## src/rtl/axis_pattern_gen.sv

```systemverilog
// axis_pattern_gen: AXI4-Stream test-pattern frame source.
// Emits one width x height frame per accepted fsync: tuser on pixel (0,0), tlast at the
// end of every line, optional blanking cycles between lines.
// Ports:
//   clk, resetn                      clock, asynchronous active-low reset
//   fsync                            frame start request
//   width, height, pattern, color    frame setup, latched at frame start
//   m_axis_tvalid/tdata/tuser/tlast  AXIS master beat
//   m_axis_tready                    AXIS ready from the sink
//   busy, frame_done, overrun        frame status
module axis_pattern_gen #(
   parameter int unsigned C_PIXEL_WIDTH = 8,
   parameter int unsigned C_RESO_WIDTH  = 10,
   parameter int unsigned C_CH0_WIDTH   = 8,
   parameter int unsigned C_CH1_WIDTH   = 0,
   parameter int unsigned C_CH2_WIDTH   = 0,
   parameter int unsigned C_CHECK_SHIFT = 3,
   parameter int unsigned C_HBLANK      = 0
) (
   input  logic                     clk,
   input  logic                     resetn,
   input  logic                     fsync,
   input  logic [C_RESO_WIDTH-1:0]  width,
   input  logic [C_RESO_WIDTH-1:0]  height,
   input  logic [2:0]               pattern,
   input  logic [C_PIXEL_WIDTH-1:0] color,
   output logic                     m_axis_tvalid,
   output logic [C_PIXEL_WIDTH-1:0] m_axis_tdata,
   output logic                     m_axis_tuser,
   output logic                     m_axis_tlast,
   input  logic                     m_axis_tready,
   output logic                     busy,
   output logic                     frame_done,
   output logic                     overrun
);

   localparam int unsigned PW   = C_PIXEL_WIDTH;
   localparam int unsigned RW   = C_RESO_WIDTH;
   localparam int unsigned HB_W = (C_HBLANK > 1) ? $clog2(C_HBLANK) : 1;
   localparam logic [63:0] M0   = (64'd1 << C_CH0_WIDTH) - 64'd1;
   localparam logic [63:0] M1   = (64'd1 << C_CH1_WIDTH) - 64'd1;
   localparam logic [63:0] M2   = (64'd1 << C_CH2_WIDTH) - 64'd1;

   typedef enum logic [1:0] {S_IDLE, S_LOAD, S_RUN, S_HBLANK} state_t;

   state_t          state_q, state_d;
   logic [RW-1:0]   x_q, x_d, y_q, y_d, w_q, w_d, h_q, h_d;
   logic [PW-1:0]   n_q, n_d, col_q, col_d;
   logic [2:0]      pat_q, pat_d;
   logic [HB_W-1:0] hb_q, hb_d;
   logic            pend_q, pend_d, ovr_q, ovr_d, busy_q, busy_d, done_q, done_d;
   logic            vld_q, vld_d, user_q, user_d, last_q, last_d;
   logic [PW-1:0]   data_q, data_d;
   logic            hs, eol, eof, geom_ok, start, present;

   // Copy a value into every present channel, each truncated to its own width.
   function automatic logic [PW-1:0] replicate(input logic [63:0] v);
      logic [63:0] r;
      r = (v & M0)
        | ((v & M1) << C_CH0_WIDTH)
        | ((v & M2) << (C_CH0_WIDTH + C_CH1_WIDTH));
      return PW'(r);
   endfunction

   // Pixel value for coordinate (px,py) with running pixel index pn.
   function automatic logic [PW-1:0] pixel(input logic [RW-1:0] px, input logic [RW-1:0] py,
                                           input logic [PW-1:0] pn, input logic [2:0] pat,
                                           input logic [PW-1:0] col);
      logic [RW-1:0] cx, cy;
      cx = px >> C_CHECK_SHIFT;
      cy = py >> C_CHECK_SHIFT;
      case (pat)
         3'd1:    return replicate(64'(px));
         3'd2:    return replicate(64'(py));
         3'd3:    return (cx[0] ^ cy[0]) ? '1 : col;
         3'd4:    return replicate(64'(pn));
         default: return col;
      endcase
   endfunction

   // Next-state and next-output logic.
   always_comb begin
      state_d = state_q;
      x_d     = x_q;
      y_d     = y_q;
      n_d     = n_q;
      w_d     = w_q;
      h_d     = h_q;
      pat_d   = pat_q;
      col_d   = col_q;
      hb_d    = hb_q;
      pend_d  = pend_q;
      ovr_d   = ovr_q;
      busy_d  = busy_q;
      done_d  = 1'b0;
      vld_d   = vld_q;
      data_d  = data_q;
      user_d  = user_q;
      last_d  = last_q;
      start   = 1'b0;
      present = 1'b0;

      hs      = vld_q & m_axis_tready;
      eol     = (x_q == w_q - RW'(1));
      eof     = eol && (y_q == h_q - RW'(1));
      geom_ok = (width != '0) && (height != '0);

      // One-deep pending request while a frame is in flight; a second request is dropped.
      if (state_q != S_IDLE && fsync) begin
         if (pend_q) ovr_d  = 1'b1;
         else        pend_d = 1'b1;
      end

      unique case (state_q)
         S_IDLE: begin
            if (fsync && geom_ok) start = 1'b1;
         end
         S_LOAD: begin
            state_d = S_RUN;
            present = 1'b1;
         end
         S_RUN: begin
            if (hs) begin
               if (eof) begin
                  vld_d   = 1'b0;
                  user_d  = 1'b0;
                  last_d  = 1'b0;
                  done_d  = 1'b1;
                  pend_d  = 1'b0;
                  busy_d  = 1'b0;
                  state_d = S_IDLE;
                  // fsync at this very edge behaves as a pending request.
                  if ((pend_q || fsync) && geom_ok) start = 1'b1;
               end else if (eol) begin
                  x_d = '0;
                  y_d = y_q + RW'(1);
                  n_d = n_q + PW'(1);
                  if (C_HBLANK > 0) begin
                     vld_d   = 1'b0;
                     user_d  = 1'b0;
                     last_d  = 1'b0;
                     hb_d    = '0;
                     state_d = S_HBLANK;
                  end else begin
                     present = 1'b1;
                  end
               end else begin
                  x_d     = x_q + RW'(1);
                  n_d     = n_q + PW'(1);
                  present = 1'b1;
               end
            end
         end
         S_HBLANK: begin
            hb_d = hb_q + HB_W'(1);
            if (32'(hb_q) + 32'd1 >= C_HBLANK) begin
               state_d = S_RUN;
               present = 1'b1;
            end
         end
      endcase

      if (start) begin
         w_d     = width;
         h_d     = height;
         pat_d   = pattern;
         col_d   = color;
         x_d     = '0;
         y_d     = '0;
         n_d     = '0;
         busy_d  = 1'b1;
         state_d = S_LOAD;
      end

      if (present) begin
         vld_d  = 1'b1;
         data_d = pixel(x_d, y_d, n_d, pat_d, col_d);
         user_d = (x_d == '0) && (y_d == '0);
         last_d = (x_d == w_d - RW'(1));
      end
   end

   // State and output registers.
   always_ff @(posedge clk or negedge resetn) begin
      if (!resetn) begin
         state_q <= S_IDLE;
         x_q     <= '0;
         y_q     <= '0;
         n_q     <= '0;
         w_q     <= '0;
         h_q     <= '0;
         pat_q   <= '0;
         col_q   <= '0;
         hb_q    <= '0;
         pend_q  <= 1'b0;
         ovr_q   <= 1'b0;
         busy_q  <= 1'b0;
         done_q  <= 1'b0;
         vld_q   <= 1'b0;
         data_q  <= '0;
         user_q  <= 1'b0;
         last_q  <= 1'b0;
      end else begin
         state_q <= state_d;
         x_q     <= x_d;
         y_q     <= y_d;
         n_q     <= n_d;
         w_q     <= w_d;
         h_q     <= h_d;
         pat_q   <= pat_d;
         col_q   <= col_d;
         hb_q    <= hb_d;
         pend_q  <= pend_d;
         ovr_q   <= ovr_d;
         busy_q  <= busy_d;
         done_q  <= done_d;
         vld_q   <= vld_d;
         data_q  <= data_d;
         user_q  <= user_d;
         last_q  <= last_d;
      end
   end

   assign m_axis_tvalid = vld_q;
   assign m_axis_tdata  = data_q;
   assign m_axis_tuser  = user_q;
   assign m_axis_tlast  = last_q;
   assign busy          = busy_q;
   assign frame_done    = done_q;
   assign overrun       = ovr_q;

endmodule

```

## config.mk

```make
export PLATFORM = sky130hd
export DESIGN_NAME = axis_pattern_gen
export DESIGN_NICKNAME = d
export VERILOG_FILES = /design/src/rtl/axis_pattern_gen.sv
export SDC_FILE = /design/constraint.sdc
export NUM_CORES = 1
export LEC_CHECK = 0
export BUFFER_PORTS_ARGS = -buffer_cell sky130_fd_sc_hd__buf_2
export CORE_MARGIN = 3
export CORE_UTILIZATION = 56
export DETAILED_ROUTE_END_ITERATION = 12
export PLACE_DENSITY = 0.8
export SLEW_MARGIN = 5
export SYNTH_ARGS = -nofsm -noshare
export SYNTH_HDL_FRONTEND = slang
export SYNTH_SLANG_ARGS = --single-unit
```

## constraint.sdc

```tcl
create_clock -name clk -period 6.6 [get_ports clk]
set_input_delay 1.98 -clock clk [delete_from_list [all_inputs] [get_ports clk]]
set_output_delay 1.98 -clock clk [all_outputs]
set_load 0.03 [all_outputs]
```

==> results_dict.tcl <==
set metrics [dict create \
    hold_violations 0 \
    io_pins 49 \
    synthFlopType "dfrtp_1" \
    crit_top_cell "or4_1" \
    power_frac_clock 0.183 \
    setup.worst_path.start "width[2]" \
    cts_tree "built" \
    cp_data_required_time_ns 6.87 \
    worst_pin_slew_ns 1.14 \
    vdd_drop_max_mv 0.228 \
    grt_pass1_vias 4538 \
    fin_cells 753 \
    crit_arrival_ns 6.39 \
    drt_iter0_drc 378 \
    switching_share 0.441 \
    final_antenna_net_count 0 \
    relSlewSlack 0.239 \
    max_stage_delay_ns 0.58 \
    syn_area_per_cell_um2 8.56 \
    period_needed_ns 6.12 \
    rsz0062_at_grt "no" \
    die-area_mm2 0.0104 \
    clock_latency_ns 0.36 \
    final_common_cell "nand2_1" \
    outcome "complete, no violations" \
    nets 681 \
    cts-root-buf "clkbuf_8" \
    rr_startpoint "h_q[0]" \
    drv_cap 0 \
    final.setup.tns_ns 0 \
    crit_type "in2reg" \
    numCtsBuffers 9 \
    via_per_inst 6.39 \
    vias 4808 \
    holdBufCountCts 0 \
    grt_overflow_total 0 \
    io_buffers 48 \
    hold_path.class "reg2reg" \
    end_kind "flip-flop" \
    ys_seq_elements 76 \
    firstDrtPassIters 5 \
    fp.dieW_um 102 \
    fp-row-count 34 \
    synth_area_mm2 0.00515 \
    grt_pass1_wl_mm 22.9 \
    grt_max_degree 77 \
    core_mm2 0.00881 \
    start_util 0.584 \
    finalMaxSlewViolations 0 \
    critPathLaunchType "primary input" \
    setup_viol 0 \
    areaGrowthSynthToFinish_pct 9.85 \
    worstHoldStart "overrun" \
    yosys_warnings 0 \
    cts-resized-gates 0 \
    layout_common_cells "87 x nand2_1, 76 x dfrtp_1, 61 x nor2_1, 47 x buf_2, 26 x xnor2_1" \
    clock_skew_ns 0.0106 \
    finalWirelength_mm 14.3 \
    powerDensity_mw_per_mm2 363 \
    fmaxAchievable_mhz 163 \
    wl_per_cell_um 19.0 \
    crit_chain "buf_2 > or4_1 > or4_1 > o41ai_2 > o21bai_1 > nor3_2 > a21oi_4 > inv_2 > nand2_1 > a21boi_0 > ha_1 > inv_1 > nor2_1 > o2bb2ai_1 > a311oi_1 > xor2_1 > a22o_1 > or4b_1 > o31ai_2" \
    synthCells 601 \
    synthesis.nets 642 \
    die_h_um 102 \
    cts_sinks 76 \
    p_leak_nw 2.51 \
    place.gp.congestion 0.953 \
    critPathMaxFanout 8 \
    hpwlAfterDp_mm 10.5 \
    p_switching_mw 0.904 \
    dp_cells 737 \
    cp_slowest_cell "or4_1" \
    cts_setup_buffers 0 \
    synth-edff-count 0 \
    seq_area_frac_synth 0.370 \
    period_share 0.927 \
    final_util 0.642 \
    ys_async_sr_fraction 1.00 \
    clkSlewWorstSetupHoldPaths_ns 0.08 \
    synth_cell_types 80 \
    internal_power_mw 1.15 \
    htreeDepth 3 \
    power_frac_seq 0.369 \
    drcViolationCount 0 \
    cts_buffer_depth 2 \
    antenna_cells 0 \
    antenna_found_initial 0 \
    grt_usage 0.282 \
    layout-drive-gt1-share 0.158 \
    p_comb_frac 0.448 \
]
[power by group through the flow]
stage,sequential (mW),clock [mW],combinational [mW]
after detailed placement,0.757,0,0.901
after global placement,0.748,0,0.867
after floorplan,0.731,0,0.683
final,0.757,0.374,0.919
after global routing,0.773,0.399,1.01
after CTS,0.750,0.379,0.908
[per-stage QoR]
stage          hold WS (ns)  instance area [µm²]  setup WS [ns]  power, mW
3_5_place_dp          0.440                 5450          0.151       1.66
3_3_place_gp          0.442                 5450          0.403       1.62
2_1_floorplan         0.434                 5150         0.0764       1.41
5_1_grt               0.480                 5650         0.0891       2.18
4_1_cts               0.468                 5650          0.508       2.04
6_report              0.473                 5650          0.484       2.05
[metal layers]
| layer | share of wire | vias to the layer above | track usage |
|---|---|---|---|
| li1 | - | 2252 | - |
| met1 | 0.43 | 2290 | 0.383 |
| met2 | 0.47 | 226 | 0.465 |
| met3 | 0.070 | 40 | 0.0416 |
| met4 | 0.027 | 0 | 0.0959 |
| met5 | 0 | - | 0 |
[state kept, by name (all words and copies together) (netlist names)]
register	flops
n_q	8
busy	1
m_axis_tvalid	1
pend_q	1
h_q	10
w_q	10
frame_done	1
m_axis_tuser	1
m_axis_tlast	1
x_q	10
overrun	1
y_q	10
state_q	2
col_q	8
pat_q	3
m_axis_tdata	8
[final timing paths]
check                                to  slack [ns]  cells after the start
hold reg to reg                 overrun        0.47                      1
setup reg to reg           m_axis_tlast        1.40                     20
min in group asynchronous        h_q[6]        1.75                      1
hold / removal                  overrun        0.47                      1
setup / recovery           m_axis_tlast        0.48                     19
max in group asynchronous        pend_q        4.20                      1
[cell families after synthesis]
logic type | count (synthesis) | share of synthesized area
simple gates | 281 | 0.285
compound gates | 124 | 0.172
flops | 76 | 0.370
buf+inv | 49 | 0.0396
xor+xnor | 45 | 0.0793
mux | 19 | 0.0384
fa+ha+maj | 7 | 0.0165
[cell type report]
cell class | count | area, µm²
fill | 758 | 3150
inverter | 25 | 93.8
sequential | 76 | 1900
clock buffer | 11 | 141
tap | 108 | 135
clock inverter | 5 | 60.1
multi-input combinational | 476 | 3050
timing repair buffer | 52 | 273
[synthesized netlist by cell type, types with 4 or more instances]
library cell,instances,area (µm²)
nand3b_1,4,30.0
ha_1,6,75.1
mux2_2,6,67.6
or4_1,12,90.1
and2_1,7,43.8
nand2_1,87,327
or2_2,6,37.5
nor2b_1,4,25.0
nor4_1,10,62.6
o21ai_0,18,90.1
mux2i_1,13,130
a31oi_1,7,43.8
nor4_2,4,50.1
inv_1,23,86.3
nand3_1,18,90.1
nor2_1,61,229
a311oi_1,4,35.0
buf_2,10,50.1
o22ai_1,5,31.3
a21oi_1,24,120
o21ai_1,5,25.0
nor3_1,16,80.1
dfrtp_1,76,1900
or3_1,10,62.6
nand2b_1,6,37.5
o31ai_1,5,37.5
xor2_1,18,158
a211oi_1,4,30.0
and3_1,5,31.3
clkbuf_1,12,45.0
xnor2_1,26,228
nand4_1,8,50.1
o211ai_1,6,45.0
nand4b_1,4,35.0
[critical path, delay by kind of cell]
| kind | cells | cell delay [ns] |
|---|---|---|
| adders and majority gates | 1 | 0.37 |
| AOI/OAI and AO/OA | 8 | 1.72 |
| buffers and inverters | 3 | 0.29 |
| and+or+nand+nor | 6 | 1.84 |
| xor gates and xnor gates | 1 | 0.18 |
No activity file was read; power rests on OpenSTA's default activity.
